<file path="src/rtl/io_event_fifo.sv">
// io_event_fifo: synchronises and debounces WIDTH input pins and queues each
// debounced change as one sample in a DEPTH-entry first-word-fall-through FIFO.
// Ports: clk, rst (sync, active-high), in_pins[WIDTH], rd_en, clr_ovf in;
//        data_out[DATA_W], valid, count[$clog2(DEPTH)+1], overflow (sticky) out.
// Option: define IO_TIMESTAMP_EN to store {cycle counter, sample} per entry.
module io_event_fifo #(
  parameter int WIDTH       = 8,
  parameter int DATA_W      = 16,
  parameter int DEPTH       = 4,
  parameter int SYNC_STAGES = 2,
  parameter int DEBOUNCE    = 4
) (
  input  logic                     clk,
  input  logic                     rst,
  input  logic [WIDTH-1:0]         in_pins,
  input  logic                     rd_en,
  input  logic                     clr_ovf,
  output logic [DATA_W-1:0]        data_out,
  output logic                     valid,
  output logic [$clog2(DEPTH):0]   count,
  output logic                     overflow
);

  localparam int AW = $clog2(DEPTH);
  localparam int CW = (DEBOUNCE > 1) ? $clog2(DEBOUNCE) : 1;
`ifdef IO_TIMESTAMP_EN
  localparam int TS_W = DATA_W - WIDTH;
  localparam int EW   = DATA_W;
`else
  localparam int EW   = WIDTH;
`endif

  logic [WIDTH-1:0] sync_q [SYNC_STAGES];
  logic [WIDTH-1:0] sync;
  logic [WIDTH-1:0] sync_d;
  logic [WIDTH-1:0] stable;
  logic [CW-1:0]    cnt;
  logic             accept;

  logic [EW-1:0]    mem [DEPTH];
  logic [EW-1:0]    entry;
  logic [AW-1:0]    wr_ptr;
  logic [AW-1:0]    rd_ptr;
  logic             full;
  logic             pop;
  logic             wr;
  logic             ovf_set;

  // Synchroniser chain
  always_ff @(posedge clk) begin
    if (rst) begin
      for (int i = 0; i < SYNC_STAGES; i++)
        sync_q[i] <= '0;
    end else begin
      sync_q[0] <= in_pins;
      for (int i = 1; i < SYNC_STAGES; i++)
        sync_q[i] <= sync_q[i-1];
    end
  end

  assign sync = sync_q[SYNC_STAGES-1];

  // A change is accepted once sync has held a new value for DEBOUNCE
  // consecutive comparisons against its previous-cycle value.
  assign accept = (sync != stable) && (sync == sync_d) &&
                  (cnt == CW'(DEBOUNCE - 1));

  always_ff @(posedge clk) begin
    if (rst) begin
      sync_d <= '0;
      stable <= '0;
      cnt    <= '0;
    end else begin
      sync_d <= sync;
      if (accept) begin
        stable <= sync;
        cnt    <= '0;
      end else if (sync == stable || sync != sync_d) begin
        cnt    <= '0;
      end else begin
        cnt    <= cnt + CW'(1);
      end
    end
  end

`ifdef IO_TIMESTAMP_EN
  logic [TS_W-1:0] ts;

  always_ff @(posedge clk) begin
    if (rst) ts <= '0;
    else     ts <= ts + TS_W'(1);
  end

  assign entry = {ts, sync};
`else
  assign entry = sync;
`endif

  // FIFO control; a pop frees the head slot so a full FIFO can still
  // take a simultaneous push without dropping it.
  assign valid   = (count != '0);
  assign full    = (count == (AW+1)'(DEPTH));
  assign pop     = rd_en & valid;
  assign wr      = accept & (~full | pop);
  assign ovf_set = accept & full & ~pop;

  always_ff @(posedge clk) begin
    if (wr) mem[wr_ptr] <= entry;
  end

  always_ff @(posedge clk) begin
    if (rst) begin
      wr_ptr   <= '0;
      rd_ptr   <= '0;
      count    <= '0;
      overflow <= 1'b0;
    end else begin
      if (wr)  wr_ptr <= wr_ptr + AW'(1);
      if (pop) rd_ptr <= rd_ptr + AW'(1);
      unique case ({wr, pop})
        2'b10:   count <= count + 1'b1;
        2'b01:   count <= count - 1'b1;
        default: count <= count;
      endcase
      if (ovf_set)      overflow <= 1'b1;
      else if (clr_ovf) overflow <= 1'b0;
    end
  end

  assign data_out = valid ? DATA_W'(mem[rd_ptr]) : '0;

endmodule

</file>
<file path="config.mk">
export PLATFORM = sky130hd
export DESIGN_NAME = io_event_fifo
export DESIGN_NICKNAME = d
export VERILOG_FILES = /design/src/rtl/io_event_fifo.sv
export SDC_FILE = /design/constraint.sdc
export NUM_CORES = 1
export LEC_CHECK = 0
export CELL_PAD_IN_SITES_DETAIL_PLACEMENT = 0
export CELL_PAD_IN_SITES_GLOBAL_PLACEMENT = 2
export CORE_AREA = 2 2 91 93
export DETAILED_ROUTE_END_ITERATION = 10
export DIE_AREA = 0 0 93 95
export DONT_BUFFER_PORTS = 1
export PLACE_DENSITY = 0.75
export SYNTH_ARGS = -nofsm -noshare
export SYNTH_HDL_FRONTEND = slang
export SYNTH_SLANG_ARGS = --single-unit
export TNS_END_PERCENT = 100
</file>
<file path="constraint.sdc">
create_clock -name clk -period 2.7 [get_ports clk]
set_input_delay 0.135 -clock clk [delete_from_list [all_inputs] [get_ports clk]]
set_output_delay 0.135 -clock clk [all_outputs]
set_load 0.01 [all_outputs]
</file>
* After elaboration in Yosys (flattened, before gate mapping)
Memories as Yosys holds them, arrays and structs flattened. A register that Yosys moved wholly into a read port is not among the register bits.
Cells that the tools add are included.
** Cells by class
- Add/sub/neg operators :: 5
- $mul :: 0
- Shifts and indexed selects :: 0
- $lt $le $gt $ge :: 0
- Reduce and logical (&&, ||, !) cells :: 7
- Eq/ne operators :: 8
- Divide/modulo/power cells :: 0
- Multiplexer cells :: 13
- Bitwise operators :: 9
** Operators by type and width (number)
- 2-to-1 mux 8 bit :: 3
- equality test 8 bit :: 2
- inequality test 8 bit :: 2
- 2-to-1 mux 1 bit :: 7
- adder 2 x 1 -> 2 bit (second input constant) :: 3
- case mux 3 bit (2 select lines) :: 1
- bitwise AND 1 bit :: 4
- equality test 2 bit (second input constant) :: 2
- 2-to-1 mux 2 bit :: 2
- nonzero test 2 bit :: 2
- adder 3 x 1 -> 3 bit (second input constant) :: 1
- equality test 3 bit (second input constant) :: 1
- OR 1 bit :: 3
- nonzero test 3 bit :: 1
- OR reduction 3 bit :: 1
- subtractor 3 x 1 -> 3 bit (second input constant) :: 1
- equality test 2 x 1 -> 1 bit (second input constant) :: 1
- logical AND 1 bit :: 2
- NOT 1 bit :: 2
- logical OR 1 bit :: 1
** Word-level totals
- Input port bits :: 12
- Bits in registers :: 26
- Output and inout port bits :: 21
- Memories kept :: 2
- Bits in latches :: 0
- ROM bits :: 0
- Memory bits (writable) :: 48
** Memory list
- mem :: depth 4, bits a word 8, rd ports 1, clocked after memory_dff 1, wr ports 1, RTL line 40 : logic [EW-1:0] mem [DEPTH];
- sync_q :: depth 2, bits a word 8, rd ports 2, clocked after memory_dff 0, wr ports 2, RTL line 33 : logic [WIDTH-1:0] sync_q [SYNC_STAGES];

* Longest topological paths before layout
An unclocked memory read counts as a cell.
- Word-level depth :: 7
- Gate-level depth with buffers :: 9

* Worst setup path before layout
OpenSTA, ideal clock, no wires.
- Path kind :: reg-to-reg
- Start point :: memory sync_q[1][0], in the netlist sync_q[0][8]
- End point :: register count[2]
- Cell stages (with the launch flop) :: 10
- Setup slack :: 0.145 ns
- Library setup time :: 0.121 ns
- Arrival :: 2.434 ns
- Required time :: 2.579 ns
- Path buffers :: 1
- Cells stage by stage :: dfxtp_1 > xor2_1 > nor4_2 > a2111oi_4 > buf_2 > nor2_1 > fa_1 > nor3_1 > a31oi_2 > mux2_4
** RTL lines
- start, declared :: RTL line 33
- end signal, assigned :: RTL line 121 : 2'b10: count <= count + 1'b1;
- end signal, assigned :: RTL line 122 : 2'b01: count <= count - 1'b1;
- end signal, assigned :: RTL line 123 : default: count <= count;
- end, declared :: RTL line 20 : output logic [$clog2(DEPTH):0] count,

==> summary.txt <==
Power
  • Combinational Power Share: 4.6%
  • Sw Pwr: just under 500 uW
  • Leakage: 1.23 nW
  • Sw Share: 22.2%
  • Tot Pwr: 2.17 mW
  • Power share of the clock group: 38.6%
  • Sequential power share: 56.8%
  • Pwr/cell area: 639 nW/um^2
  • Max VDD drop: 0.301 mV
  • Pint: 1.69 mW

Timing
  • Fin. max-slew vios: 0
  • Final hold slack: ~0.026 ns
  • Final Cycle Share: between 90% and 100%
  • Final setup TNS: 0 ns
  • Min cycle time layout: approximately 2.5 ns
  • Post-Route Skew: roughly 0.0093 ns
  • Final hold violation count: 0
  • RSZ-0062 raised after global routing: no
  • F_max: 407 MHz
  • Final setup vio count: 0
  • Worst slew margin: between 60% and 70%
  • Worst-margin pin slew: 0.556 ns

Clocking
  • CTS tree: built
  • Worst-path clk slew: 0.08 ns
  • Latest clock arrival within the worst-skew pair: 0.35 ns
  • Htree depth: 3
  • TritonCTS Buffers: 9
  • CTS sink cnt: 76
  • Clk buf depth: 2
  • Root Buffer: clkbuf_8

Floorplan
  • Initial Utilization: a little under two fifths
  • Die Footprint: 8840 um^2
  • IO Pins: 33
  • Die width: 93 um
  • Core Area: 7930 um^2
  • Die H: 95 um
  • # rows: 33

Final layout
  • Fin cells: between 300 and 400
  • Fill count: 743
  • Layout area overhead: 13.8%
  • Antenna fix cells: 0
  • Share of cells above drive strength 1: between 15 and 20%
  • Nets: 255

Global route
  • Total congestion overflow: 0
  • Total track usage: 12.0%
  • First-pass GRT wire length: approximately 7700 um
  • Initial antenna violation count: 0
  • Top Usage Layer GRT: met2
  • Met2 Use GR: between 10% and 20%
  • Vias in the first global route: 1469
  • Largest net degree at the start of global routing: 43
  • GR Layer Usage met1: 16.4%
  • Grt met3 use: 2.95%

Critical path
  • FF-to-FF setup slack: around 0.25 ns
  • Crit path kind: reg -> reg
  • WP data required: 2.94 ns
  • Reg2Reg Depth: 8
  • Crit path max fanout: 8
  • Reg2reg end: count[2]
  • CP Capture Type: flip-flop
  • R2R Path Start: sync_q[0][9]
  • Setup crit end: count[2]
  • Setup crit start: sync_q[0][9]
  • Nature of the critical path startpoint: flip-flop
  • Worst path arrival time: about 2.7 ns

Detailed routing
  • Routed Antenna Nets: 0
  • Average wire per standard cell: 13.5 um
  • DR pass1 iterations: 4
  • Remaining DRCs: 0
  • Drt via density: 4.37
  • DR iter-0 viols: 71
  • Final WL: about 4700 um
  • DR vias: 1518

Synthesis
  • Post-synth top cells: 44 x dfxtp_1, 32 x edfxtp_1, 26 x nor2b_1
  • Dominant cells by area after synthesis: edfxtp_1 32%, dfxtp_1 30%, mux4_2 6.0%
  • Most used DFF post-synth: dfxtp_1
  • Most common cell in the synthesized netlist: dfxtp_1
  • Yosys cell types: 28
  • Ys async rst share: 0%
  • #FFs+latches synth: 76
  • Mapped Area: 2980 um^2
  • Post-synth top area share: between 30% and 40%
  • EDFF count, synth: 32
  • Yosys warnings: 0
  • Post-synth top area cell: edfxtp_1
  • Post-Syn Area per Cell: 13.6 um^2
  • Sequential area share after synthesis: 61.8%
  • Post-synthesis cell count: between 200 and 250

Min path
  • Hold crit path type: in -> reg

Placement
  • GP Congestion: roughly 0.67
  • Cell count after placement: 321
  • Port-buffer cells: 0
  • DPL Wire Length: 2970 um

Status
  • Status: finished, final reports clean

Run
  • MaxCap Viol Count: 0
[layout by cell type (no fill, tap or decap), types with 9 or more instances in the layout]
master	instances
and2_1	13
clkbuf_8	9
dfxtp_1	43
dlygate4sd3_1	9
edfxtp_1	32
mux2i_1	11
nor2_1	20
nor2b_1	26
xnor2_1	10
xor2_1	10
[power groups by stage]
stage               Clock [mW]  Sequential, mW  Combinational (mW)
floorplan                    0            1.25              0.0869
global placement             0            1.26              0.0783
detailed placement           0            1.26              0.0789
CTS                      0.867            1.23               0.101
global route             0.910            1.24               0.112
finish                   0.836            1.23              0.0996
[stage by stage]
step / setup slack [ns] / utilization, % / instance area, um^2
floorplan: 0.145 / - / 3010
global placement: 0.232 / 39.0 / 3090
detailed placement: 0.191 / 39.0 / 3090
CTS: 0.178 / 42.8 / 3390
global route: 0.0160 / 42.8 / 3390
finish: 0.245 / 42.8 / 3390
[sequential cells by signal, indices dropped and copies added (netlist names), named ones only]
name	count
overflow	1
sync_q	16
wr_ptr	2
rd_ptr	2
stable	8
count	3
cnt	2
sync_d	8
mem	32
[what timing repair did]
item | 4_1_cts | 5_1_grt
resized for setup | 0 | 1
hold buffers | 10 | 0
buffers inserted | 0 | 0
endpoints found under the hold margin | 43 | 0
setup endpoints to repair | 0 | 1
[layer usage]
| layer | part of all wire, % | up-vias |
|---|---|---|
| met5 | 0 | - |
| met1 | 51 | 704 |
| met4 | 2.4 | 0 |
| li1 | - | 764 |
| met3 | 4.2 | 11 |
| met2 | 42 | 39 |
[layout make-up]
cell class | instances | area [um^2] | share of cell area, %
inverters | 3 | 11.3 | 0.332
repair buffers | 17 | 163 | 4.80
clock inverters | 6 | 63.8 | 1.88
well taps | 105 | 131 | 3.87
clock buffers | 10 | 128 | 3.76
flip-flops and latches | 76 | 1840 | 54.3
multi-input cells | 130 | 1050 | 31.0
[how the worst min path moves through the flow]
stage                          start           end  slack (ns)  cells after the start
after floorplan           in_pins[0]  sync_q[0][0]        0.26                      1
after global placement           rst     wr_ptr[1]        0.21                      1
after detailed placement         rst     wr_ptr[0]        0.21                      1
after CTS                        rst      count[2]       0.008                      2
after global routing             rst      count[2]        0.02                      2
final                            rst      count[2]        0.03                      2
[logic make-up (layout without fill, tap and decap cells)]
kind of cell	Yosys count	in the layout	synth area share [%]
AO/OA/AOI/OAI	3	3	1.51
XOR/XNOR	20	20	5.87
multiplexers	20	20	10.2
buffers and inverters	21	36	3.82
other	1	8	0.126
flip-flops	76	76	61.8
AND/OR/NAND/NOR	73	73	13.9
adder cells (fa/ha/maj)	6	6	2.77
[critical path: stages (launching register included)]
cell and delay [ns]:
dfxtp_1 0.50, xnor2_1 0.18, nand4_1 0.19, a2111oi_4 0.38
nor2_1 0.09, fa_1 0.40, nor3_1 0.25, a31oi_2 0.06
mux2_4 0.30
(Power assumes the default switching activity.)
